File: config.mk
export PLATFORM = sky130hd
export DESIGN_NAME = mult_div_seq_flat
export DESIGN_NICKNAME = d
export VERILOG_FILES = /design/src/rtl/mult_div_pkg.sv /design/src/rtl/mult_div_seq_if.sv /design/src/rtl/mult_div_seq.sv /design/src/flat_wrapper.sv
export SDC_FILE = /design/constraint.sdc
export NUM_CORES = 1
export LEC_CHECK = 0
export ABC_AREA = 1
export BUFFER_PORTS_ARGS = -buffer_cell sky130_fd_sc_hd__buf_2
export CAP_MARGIN = 20
export CORE_UTILIZATION = 29
export CTS_CLUSTER_SIZE = 24
export DETAILED_ROUTE_END_ITERATION = 16
export SLEW_MARGIN = 25
export SYNTH_ARGS = -nofsm -noshare
export SYNTH_HDL_FRONTEND = slang
export SYNTH_SLANG_ARGS = --single-unit
File: constraint.sdc
create_clock -name clock -period 2.58 [get_ports clock]
set_input_delay 0.387 -clock clock [delete_from_list [all_inputs] [get_ports clock]]
set_output_delay 0.387 -clock clock [all_outputs]
set_load 0.01 [all_outputs]
File: src/rtl/mult_div_pkg.sv
// Shared encodings for the multiply/divide sequencer and its decoder.
package mult_div_pkg;

    // Matches func 0x18..0x1B with the upper bits dropped.
    typedef enum logic [1:0] {
        OP_MULT  = 2'b00,
        OP_MULTU = 2'b01,
        OP_DIV   = 2'b10,
        OP_DIVU  = 2'b11
    } op_e;

    typedef enum logic [1:0] {
        S_IDLE = 2'b00,
        S_CALC = 2'b01,
        S_FIX  = 2'b10,
        S_DONE = 2'b11
    } state_e;

    localparam int                CNT_W     = 5;
    localparam logic [CNT_W-1:0]  LAST_STEP = 5'd31;

endpackage

File: src/rtl/mult_div_seq_if.sv
// Request/result bundle between the control unit and the mult/div sequencer.
interface mult_div_seq_if #(parameter int WIDTH = 32);
    logic             start;
    logic [1:0]       op;
    logic [WIDTH-1:0] a;
    logic [WIDTH-1:0] b;
    logic             busy;
    logic             done;
    logic             div_zero;
    logic [WIDTH-1:0] hi;
    logic [WIDTH-1:0] lo;

    modport master (output start, op, a, b,
                    input  busy, done, div_zero, hi, lo);
    modport slave  (input  start, op, a, b,
                    output busy, done, div_zero, hi, lo);
endinterface

File: src/rtl/mult_div_seq.sv
// Iterative radix-2 multiply/divide with HI/LO ownership.
//
//   state  | meaning
//   S_IDLE | waiting for start; hi/lo hold last result
//   S_CALC | one shift-add or restoring step per cycle, 32 steps
//   S_FIX  | sign correction, hi/lo written on exit
//   S_DONE | one-cycle done pulse, back to idle
module mult_div_seq
    import mult_div_pkg::*;
#(
    parameter int WIDTH = 32
) (
    input  logic          clock,
    input  logic          reset,
    mult_div_seq_if.slave bus
);

    state_e               r_state;
    logic [CNT_W-1:0]     r_count;
    logic                 r_is_div;
    logic [2*WIDTH-1:0]   r_acc;
    logic [WIDTH-1:0]     r_operand;
    logic                 r_neg_lo;
    logic                 r_neg_hi;
    logic [WIDTH-1:0]     r_hi;
    logic [WIDTH-1:0]     r_lo;
    logic                 r_div_zero;

    logic                 w_is_div;
    logic                 w_sign_a;
    logic                 w_sign_b;
    logic [WIDTH-1:0]     w_mag_a;
    logic [WIDTH-1:0]     w_mag_b;
    logic [WIDTH:0]       w_add;
    logic [WIDTH:0]       w_rem_sh;
    logic                 w_fits;
    logic [WIDTH-1:0]     w_diff;
    logic [2*WIDTH-1:0]   w_prod_neg;
    logic [WIDTH-1:0]     w_quot_neg;
    logic [WIDTH-1:0]     w_rem_neg;

    // Operand magnitudes; -0x80000000 wraps to itself, which is the right magnitude.
    assign w_is_div = bus.op[1];
    assign w_sign_a = ~bus.op[0] & bus.a[WIDTH-1];
    assign w_sign_b = ~bus.op[0] & bus.b[WIDTH-1];
    assign w_mag_a  = w_sign_a ? -bus.a : bus.a;
    assign w_mag_b  = w_sign_b ? -bus.b : bus.b;

    // Multiply adds into the upper half with carry out; divide compares the
    // shifted 33-bit remainder so divisors above 2^31 still work.
    assign w_add      = {1'b0, r_acc[2*WIDTH-1:WIDTH]} + {1'b0, r_operand};
    assign w_rem_sh   = r_acc[2*WIDTH-1:WIDTH-1];
    assign w_fits     = w_rem_sh >= {1'b0, r_operand};
    assign w_diff     = w_rem_sh[WIDTH-1:0] - r_operand;
    assign w_prod_neg = -r_acc;
    assign w_quot_neg = -r_acc[WIDTH-1:0];
    assign w_rem_neg  = -r_acc[2*WIDTH-1:WIDTH];

    // Sequencer FSM, datapath and result registers.
    always_ff @(posedge clock) begin
        if (reset) begin
            r_state    <= S_IDLE;
            r_count    <= '0;
            r_is_div   <= 1'b0;
            r_acc      <= '0;
            r_operand  <= '0;
            r_neg_lo   <= 1'b0;
            r_neg_hi   <= 1'b0;
            r_hi       <= '0;
            r_lo       <= '0;
            r_div_zero <= 1'b0;
        end else begin
            case (r_state)
                S_IDLE: begin
                    if (bus.start) begin
                        if (w_is_div && (bus.b == '0)) begin
                            r_div_zero <= 1'b1;
                            r_state    <= S_DONE;
                        end else begin
                            r_div_zero <= 1'b0;
                            r_is_div   <= w_is_div;
                            r_count    <= '0;
                            r_acc      <= {{WIDTH{1'b0}}, (w_is_div ? w_mag_a : w_mag_b)};
                            r_operand  <= w_is_div ? w_mag_b : w_mag_a;
                            r_neg_lo   <= w_sign_a ^ w_sign_b;
                            r_neg_hi   <= w_is_div ? w_sign_a : (w_sign_a ^ w_sign_b);
                            r_state    <= S_CALC;
                        end
                    end
                end
                S_CALC: begin
                    if (r_is_div) begin
                        r_acc <= w_fits ? {w_diff, r_acc[WIDTH-2:0], 1'b1}
                                        : {r_acc[2*WIDTH-2:0], 1'b0};
                    end else begin
                        r_acc <= r_acc[0] ? {w_add, r_acc[WIDTH-1:1]}
                                          : {1'b0, r_acc[2*WIDTH-1:1]};
                    end
                    if (r_count == LAST_STEP) begin
                        r_state <= S_FIX;
                    end else begin
                        r_count <= r_count + 1'b1;
                    end
                end
                S_FIX: begin
                    if (r_is_div) begin
                        r_lo <= r_neg_lo ? w_quot_neg : r_acc[WIDTH-1:0];
                        r_hi <= r_neg_hi ? w_rem_neg  : r_acc[2*WIDTH-1:WIDTH];
                    end else begin
                        r_lo <= r_neg_lo ? w_prod_neg[WIDTH-1:0]       : r_acc[WIDTH-1:0];
                        r_hi <= r_neg_lo ? w_prod_neg[2*WIDTH-1:WIDTH] : r_acc[2*WIDTH-1:WIDTH];
                    end
                    r_state <= S_DONE;
                end
                S_DONE: begin
                    r_state <= S_IDLE;
                end
                default: begin
                    r_state <= S_IDLE;
                end
            endcase
        end
    end

    assign bus.busy     = (r_state == S_CALC) || (r_state == S_FIX);
    assign bus.done     = (r_state == S_DONE);
    assign bus.div_zero = r_div_zero;
    assign bus.hi       = r_hi;
    assign bus.lo       = r_lo;

endmodule

File: src/flat_wrapper.sv
// flat-port wrapper written by rule: the top's interface ports become plain ports
module mult_div_seq_flat import mult_div_pkg::*;
#(
    parameter int WIDTH = 32
)
  (clock, reset, bus_start, bus_op, bus_a, bus_b, bus_busy, bus_done, bus_div_zero, bus_hi, bus_lo);
  mult_div_seq_if #(.WIDTH(WIDTH)) bus_i ();
  input  logic clock;
  input  logic reset;
  input wire logic [$bits(bus_i.start)-1:0] bus_start;
  input wire logic [$bits(bus_i.op)-1:0] bus_op;
  input wire logic [$bits(bus_i.a)-1:0] bus_a;
  input wire logic [$bits(bus_i.b)-1:0] bus_b;
  output wire logic [$bits(bus_i.busy)-1:0] bus_busy;
  output wire logic [$bits(bus_i.done)-1:0] bus_done;
  output wire logic [$bits(bus_i.div_zero)-1:0] bus_div_zero;
  output wire logic [$bits(bus_i.hi)-1:0] bus_hi;
  output wire logic [$bits(bus_i.lo)-1:0] bus_lo;
  assign bus_i.start = bus_start;
  assign bus_i.op = bus_op;
  assign bus_i.a = bus_a;
  assign bus_i.b = bus_b;
  assign bus_busy = bus_i.busy;
  assign bus_done = bus_i.done;
  assign bus_div_zero = bus_i.div_zero;
  assign bus_hi = bus_i.hi;
  assign bus_lo = bus_i.lo;
  mult_div_seq #(.WIDTH(WIDTH)) u_core (.clock(clock), .reset(reset), .bus(bus_i));
endmodule
Word-level counts from Yosys, hierarchy flattened
Index checks and enable logic that the tools add are counted.
Widths: inputs -> output; s select.
- register bits: 171
- bits in latches: 0
- RAM bits: 0
- ROM bits: 0
- memories kept: 0
- add/sub/neg operators: 8
- multiply operators: 0
- divide/modulo/power cells: 0
- order comparisons: 1
- eq/ne operators: 8
- shift operators: 0
- muxes and demuxes: 26
- bitwise operators: 5
- reductions and logical operators: 10
- operators with widths (operator ; number):
    $mux 32 ; 10
    $mux 64 ; 5
    $neg 32->32 ; 4
    $pmux 64 s2 ; 1
    $neg 64->64 ; 1
    $add 32x32->33 ; 1
    $ge 33x32->1 ; 1
    $logic_not 32->1 ; 1
    $sub 32x32->32 ; 1
    $mux 5 ; 3
    $pmux 5 s2 ; 1
    $pmux 2 s4 ; 1
    $mux 2 ; 3
    $ne 2x2->1 const B ; 3
    $reduce_and 3->1 ; 2
    $add 5x1->5 const B ; 1
    $eq 5x5->1 const B ; 1
    $eq 2x2->1 const B ; 2
    $reduce_and 2->1 ; 2
    $reduce_and 4->1 ; 1
    $and 1x1->1 ; 2
    $eq 2x1->1 const B ; 1
    $logic_not 2->1 ; 1
    $mux 1 ; 2
    6 further kinds ; 7

Depth between registers and ports, before layout
- depth after elaboration: 7
- mapped depth: 17
- depth with buffers taken out: 17

Least setup slack after synthesis
No wires, ideal clock.
- path type: register -> register
- start point: reg u_core.r_acc[0]
- end point: reg u_core.r_hi[8], in the netlist u_core.bus.hi[8]
- library setup time: 0.113 ns
- data arrival time: 2.187 ns
- slack: 0.280 ns
- cell stages (with the launch flop): 18
- buffers on the path: 2
- period minus slack after synthesis: 2.300 ns
- cells stage by stage: dfxtp_1 buf_2 clkinv_1 clkbuf_1 ha_1 nand3_2 nor2_1 nand2_1 inv_2 nand3b_1 nor2_2 nand3_1 nand2_1 nand2_1 nand2_1 nand2_1 o21ai_1 inv_1
- word-level cells in the longest chain between the ends: 3
- RTL lines (element ; RTL line ; RTL):
    start: declaration ; mult_div_seq.sv:21 ; logic [2*WIDTH-1:0] r_acc;
    start signal: assignment ; mult_div_seq.sv:83 ; r_acc <= {{WIDTH{1'b0}}, (w_is_div ? w_mag_a : w_mag_b)};
    start signal: assignment ; mult_div_seq.sv:93 ; r_acc <= w_fits ? {w_diff, r_acc[WIDTH-2:0], 1'b1}
    start signal: assignment ; mult_div_seq.sv:96 ; r_acc <= r_acc[0] ? {w_add, r_acc[WIDTH-1:1]}
    $neg 64->64 ; mult_div_seq.sv:55 ; assign w_prod_neg = -r_acc;
    $mux 32 ; mult_div_seq.sv:111 ; r_hi <= r_neg_lo ? w_prod_neg[2*WIDTH-1:WIDTH] : r_acc[2*WIDTH-1:WIDTH];
    $mux 32 ; mult_div_seq.sv:106 ; if (r_is_div) begin
    end signal: assignment ; mult_div_seq.sv:108 ; r_hi <= r_neg_hi ? w_rem_neg : r_acc[2*WIDTH-1:WIDTH];
    end signal: assignment ; mult_div_seq.sv:111 ;
    end: declaration ; mult_div_seq.sv:25 ; logic [WIDTH-1:0] r_hi;
No other way between the ends.
A chain may end at the register's enable or synchronous reset.

Worst setup path after layout
- start point: reg u_core.r_acc[40]
- end point: reg u_core.r_acc[57]
- word-level cells in the longest chain between the ends: 4
- RTL lines (element ; RTL line ; RTL):
    $add 32x32->33 (tied with other cells) ; mult_div_seq.sv:51 ; assign w_add = {1'b0, r_acc[2*WIDTH-1:WIDTH]} + {1'b0, r_operand};
    $mux 64 (on tied branches) ; mult_div_seq.sv:96, mult_div_seq.sv:93 ;
    $mux 64 (*) ; mult_div_seq.sv:92 ; if (r_is_div) begin
    $pmux 64 s2 (*) ; mult_div_seq.sv:73 ; case (r_state)
Mark *: on every way between the ends. The rest lies on a longest branch, timed or not.

==> flow_summary.json <==
{
  "setup_violations": 0,
  "drt-initial-drc-count": 2225,
  "tightest_slew_ns": 1.030,
  "coreArea_um2": 60700,
  "power.static_leakage_nw": 10.78,
  "use_met1_pct": 33.15,
  "dieArea_um2": 62760,
  "syn_inst": 3282,
  "worstSkewPairLatency_ns": 0.50,
  "clkSinkCount": 171,
  "drc": 0,
  "yosysTopAreaCell": "nand2_1",
  "die_w_um": 250.5,
  "min_path_cells": 3,
  "synth_area_leaders": "nand2_1, dfxtp_1, inv_1, nor2_1, nand3_1",
  "hold_start": "bus_start",
  "drive_gt1_share_pct": 12.65,
  "ir_drop_uv": 560.9,
  "rsz0062_at_grt": "true",
  "busiest_layer": "met2",
  "grt_pass1_vias": 19730,
  "place_congestion": 1.042,
  "hold_path_class": "in2reg",
  "finalWorstSetupSlack_ns": 0.09293,
  "hpwl_mm": 63.24,
  "path_max_fanout": 14,
  "root_buffer": "clkbuf_16",
  "ff2ff_setup_slack_ns": 0.09,
  "cap_violations": 0,
  "antenna_found_initial": 0,
  "finClkSkew_ns": 0.01594,
  "numCtsBuffers": 17,
  "wirelength_mm": 78.23,
  "hold_viol_final": 0,
  "worstHoldEndpoint": "u_core.bus.div_zero",
  "critical_path.startpoint": "u_core.r_acc[40]",
  "grt_pass1_wl_mm": 118.2,
  "fillers": 6865,
  "synth_flop_cell": "dfxtp_1",
  "start_util_pct": 29.51,
  "first_pass_iters": 6,
  "fmax_mhz": 402.1,
  "synth_area_um2": 17910,
  "num_rows": 90,
  "die_h_um": 250.5,
  "ant_nets": 0,
  "grt_max_degree": 124,
  "max-slew-margin-rel_pct": 31.05,
  "grt_overflow": 0,
  "synth_edf_count": 0,
  "dp_slack_ns": -0.1251,
  "setup-tns-final_ns": 0,
  "num_antenna_cells": 0,
  "cts.reportedPaths.clkPinSlew_ns": 0.08,
  "area_growth_pct": 18.86,
  "wl_per_cell_um": 18.29,
  "synth_top_cell_area_share_pct": 21.40,
  "hold_slack_ns": 0.2322,
  "regArea_um2": 3437,
  "status": "completed",
  "arrival_ns": 2.90,
  "ys_seq_elements": 171,
  "reg2reg_depth": 14,
  "cts_tree": "yes",
  "yosysSeqAreaShare_pct": 19.11,
  "io_pins": 136,
  "critPathLaunchType": "register",
  "numPortBuffers": 135,
  "grt_use_total_pct": 24.66,
  "synth_cell_types": 48,
  "regToRegEndpoint": "u_core.r_acc[57]",
  "gr-usage-met3_pct": 3.835,
  "slew_viol_final": 0,
  "crit_required_ns": 2.99,
  "rr_startpoint": "u_core.r_acc[40]",
  "avgSynthCellArea_um2": 5.458,
  "vias": 21480,
  "multi_input_area_um2": 12350,
  "finalNetCount": 3628,
  "clk_path_buf_depth": 2,
  "finalPower_mw": 12.87,
  "period_share_pct": 96.40,
  "endpoint_kind": "register",
  "routed_via_density": 5.022,
  "pwr_density_cell_nw_per_um2": 604.6,
  "met2_usage_pct": 37.97,
  "yosys_warnings": 0,
  "layout_min_cycle_time_ns": 2.487,
  "synthesis.nets": 3428,
  "htree_levels": 4,
  "crit_type": "reg2reg",
  "hold_buffers": 0,
  "async_reset_ff_share_pct": 0
}
[where the power goes]
part / internal [mW] / switching (mW)
Combinational: 2.32 / 4.65
Sequential: 2.94 / 0.390
Clock: 1.31 / 1.27
[registers in the layout, summed over array words and instances, names as in the netlist]
name,cells
u_core.r_acc,64
u_core.bus.hi,32
u_core.bus.lo,32
u_core.r_operand,32
u_core.r_count,5
u_core.r_state,2
u_core.bus.div_zero,1
u_core.r_is_div,1
u_core.r_neg_hi,1
u_core.r_neg_lo,1
[worst max-delay path, stage by stage, from the launching register on]
cell	delay (ns)
dfxtp_1	0.40
ha_1	0.38
nand2_1	0.09
nor2_1	0.20
nand2_1	0.14
nor2_2	0.18
nand2_1	0.10
nand3_2	0.10
inv_2	0.05
nand2_4	0.13
buf_12	0.17
nand3_1	0.17
nand3_1	0.11
nand2_1	0.05
a21oi_1	0.11
[metal layers]
layer | wire length, um | part of all wire (%)
met1 | 34760 | 44
met2 | 33580 | 43
met3 | 5723 | 7.3
met4 | 4165 | 5.3
met5 | 0 | 0
[logic make-up after synthesis]
| group | count (synthesis) | synth area share (%) |
|---|---|---|
| flops | 171 | 19.11 |
| fa+ha+maj | 77 | 5.462 |
| compound gates | 518 | 15.83 |
| xor+xnor | 83 | 4.058 |
| simple gates | 1825 | 42.39 |
| buf+inv | 608 | 13.15 |
[per-stage QoR]
step,cells,utilization [%],instance area [um^2]
after detailed placement,4243,33.75,20480
after global placement,4243,33.75,20480
after global routing,4277,35.08,21290
after CTS,4275,34.70,21060
final,4277,35.08,21290
after floorplan,3282,-,17910
[Yosys cell counts (all sizes together), types with 5 or more instances]
| cell type | instances |
|---|---|
| a21oi | 231 |
| a31oi | 19 |
| buf | 42 |
| clkbuf | 82 |
| clkinv | 5 |
| dfxtp | 171 |
| ha | 75 |
| inv | 479 |
| nand2 | 1027 |
| nand3 | 288 |
| nand3b | 14 |
| nand4 | 37 |
| nor2 | 394 |
| nor3 | 35 |
| nor4 | 6 |
| o211ai | 29 |
| o21a | 6 |
| o21ai | 192 |
| o21bai | 8 |
| o221ai | 16 |
| or2 | 19 |
| xnor2 | 14 |
| xor2 | 69 |
[layout by cell type (no fill, tap or decap), types with 4 or more instances in the layout]
cell type  instances
xnor2_1           14
buf_12            14
or2_2             17
a211oi_1           4
xor2_1            69
inv_6              5
nor2_2            20
o21ai_1           16
o21a_1             6
nor2_1           371
clkbuf_16         18
o21bai_1           8
inv_2             14
o21ai_0          173
nor3_2             4
inv_1            467
nand4_1           37
o22ai_1            4
ha_4               8
o221ai_1          16
nand2_1         1015
nand3_2            7
a21o_1             4
buf_4            155
buf_2            134
nand2_2            9
a31oi_1           19
nor3_1            29
nand3b_1          14
nor4_1             6
ha_1              64
dfxtp_2            8
a21oi_1          228
dfxtp_1          162
o211ai_1          29
nand3_1          280
[layout make-up]
class                      instances  share of cell area, %
timing repair buffer             305                  10.10
clock buffer                      21                  2.163
tap                              782                  4.596
clock inverter                    11                 0.4701
inverter                         484                  8.533
multi-input combinational       2503                  57.99
sequential                       171                  16.14
[worst max-delay path by stage]
stage | slack, ns | cells past startpoint | endpoint
CTS | 0.005 | 13 | u_core.r_acc[57]
detailed placement | -0.13 | 15 | u_core.r_acc[57]
global placement | -0.14 | 15 | u_core.r_acc[57]
finish | 0.09 | 14 | u_core.r_acc[57]
floorplan | 0.28 | 17 | u_core.bus.hi[8]
global route | -0.02 | 16 | u_core.r_acc[34]
[repair_timing]
action                                  4_1_cts  5_1_grt
gates resized for setup                       6       47
setup buffers                                 0        1
pin swaps                                     0        4
hold endpoints to repair                      0        0
endpoints found under the setup margin       30       37
gates cloned                                  0        1
Power figures use the tool's default switching activity.
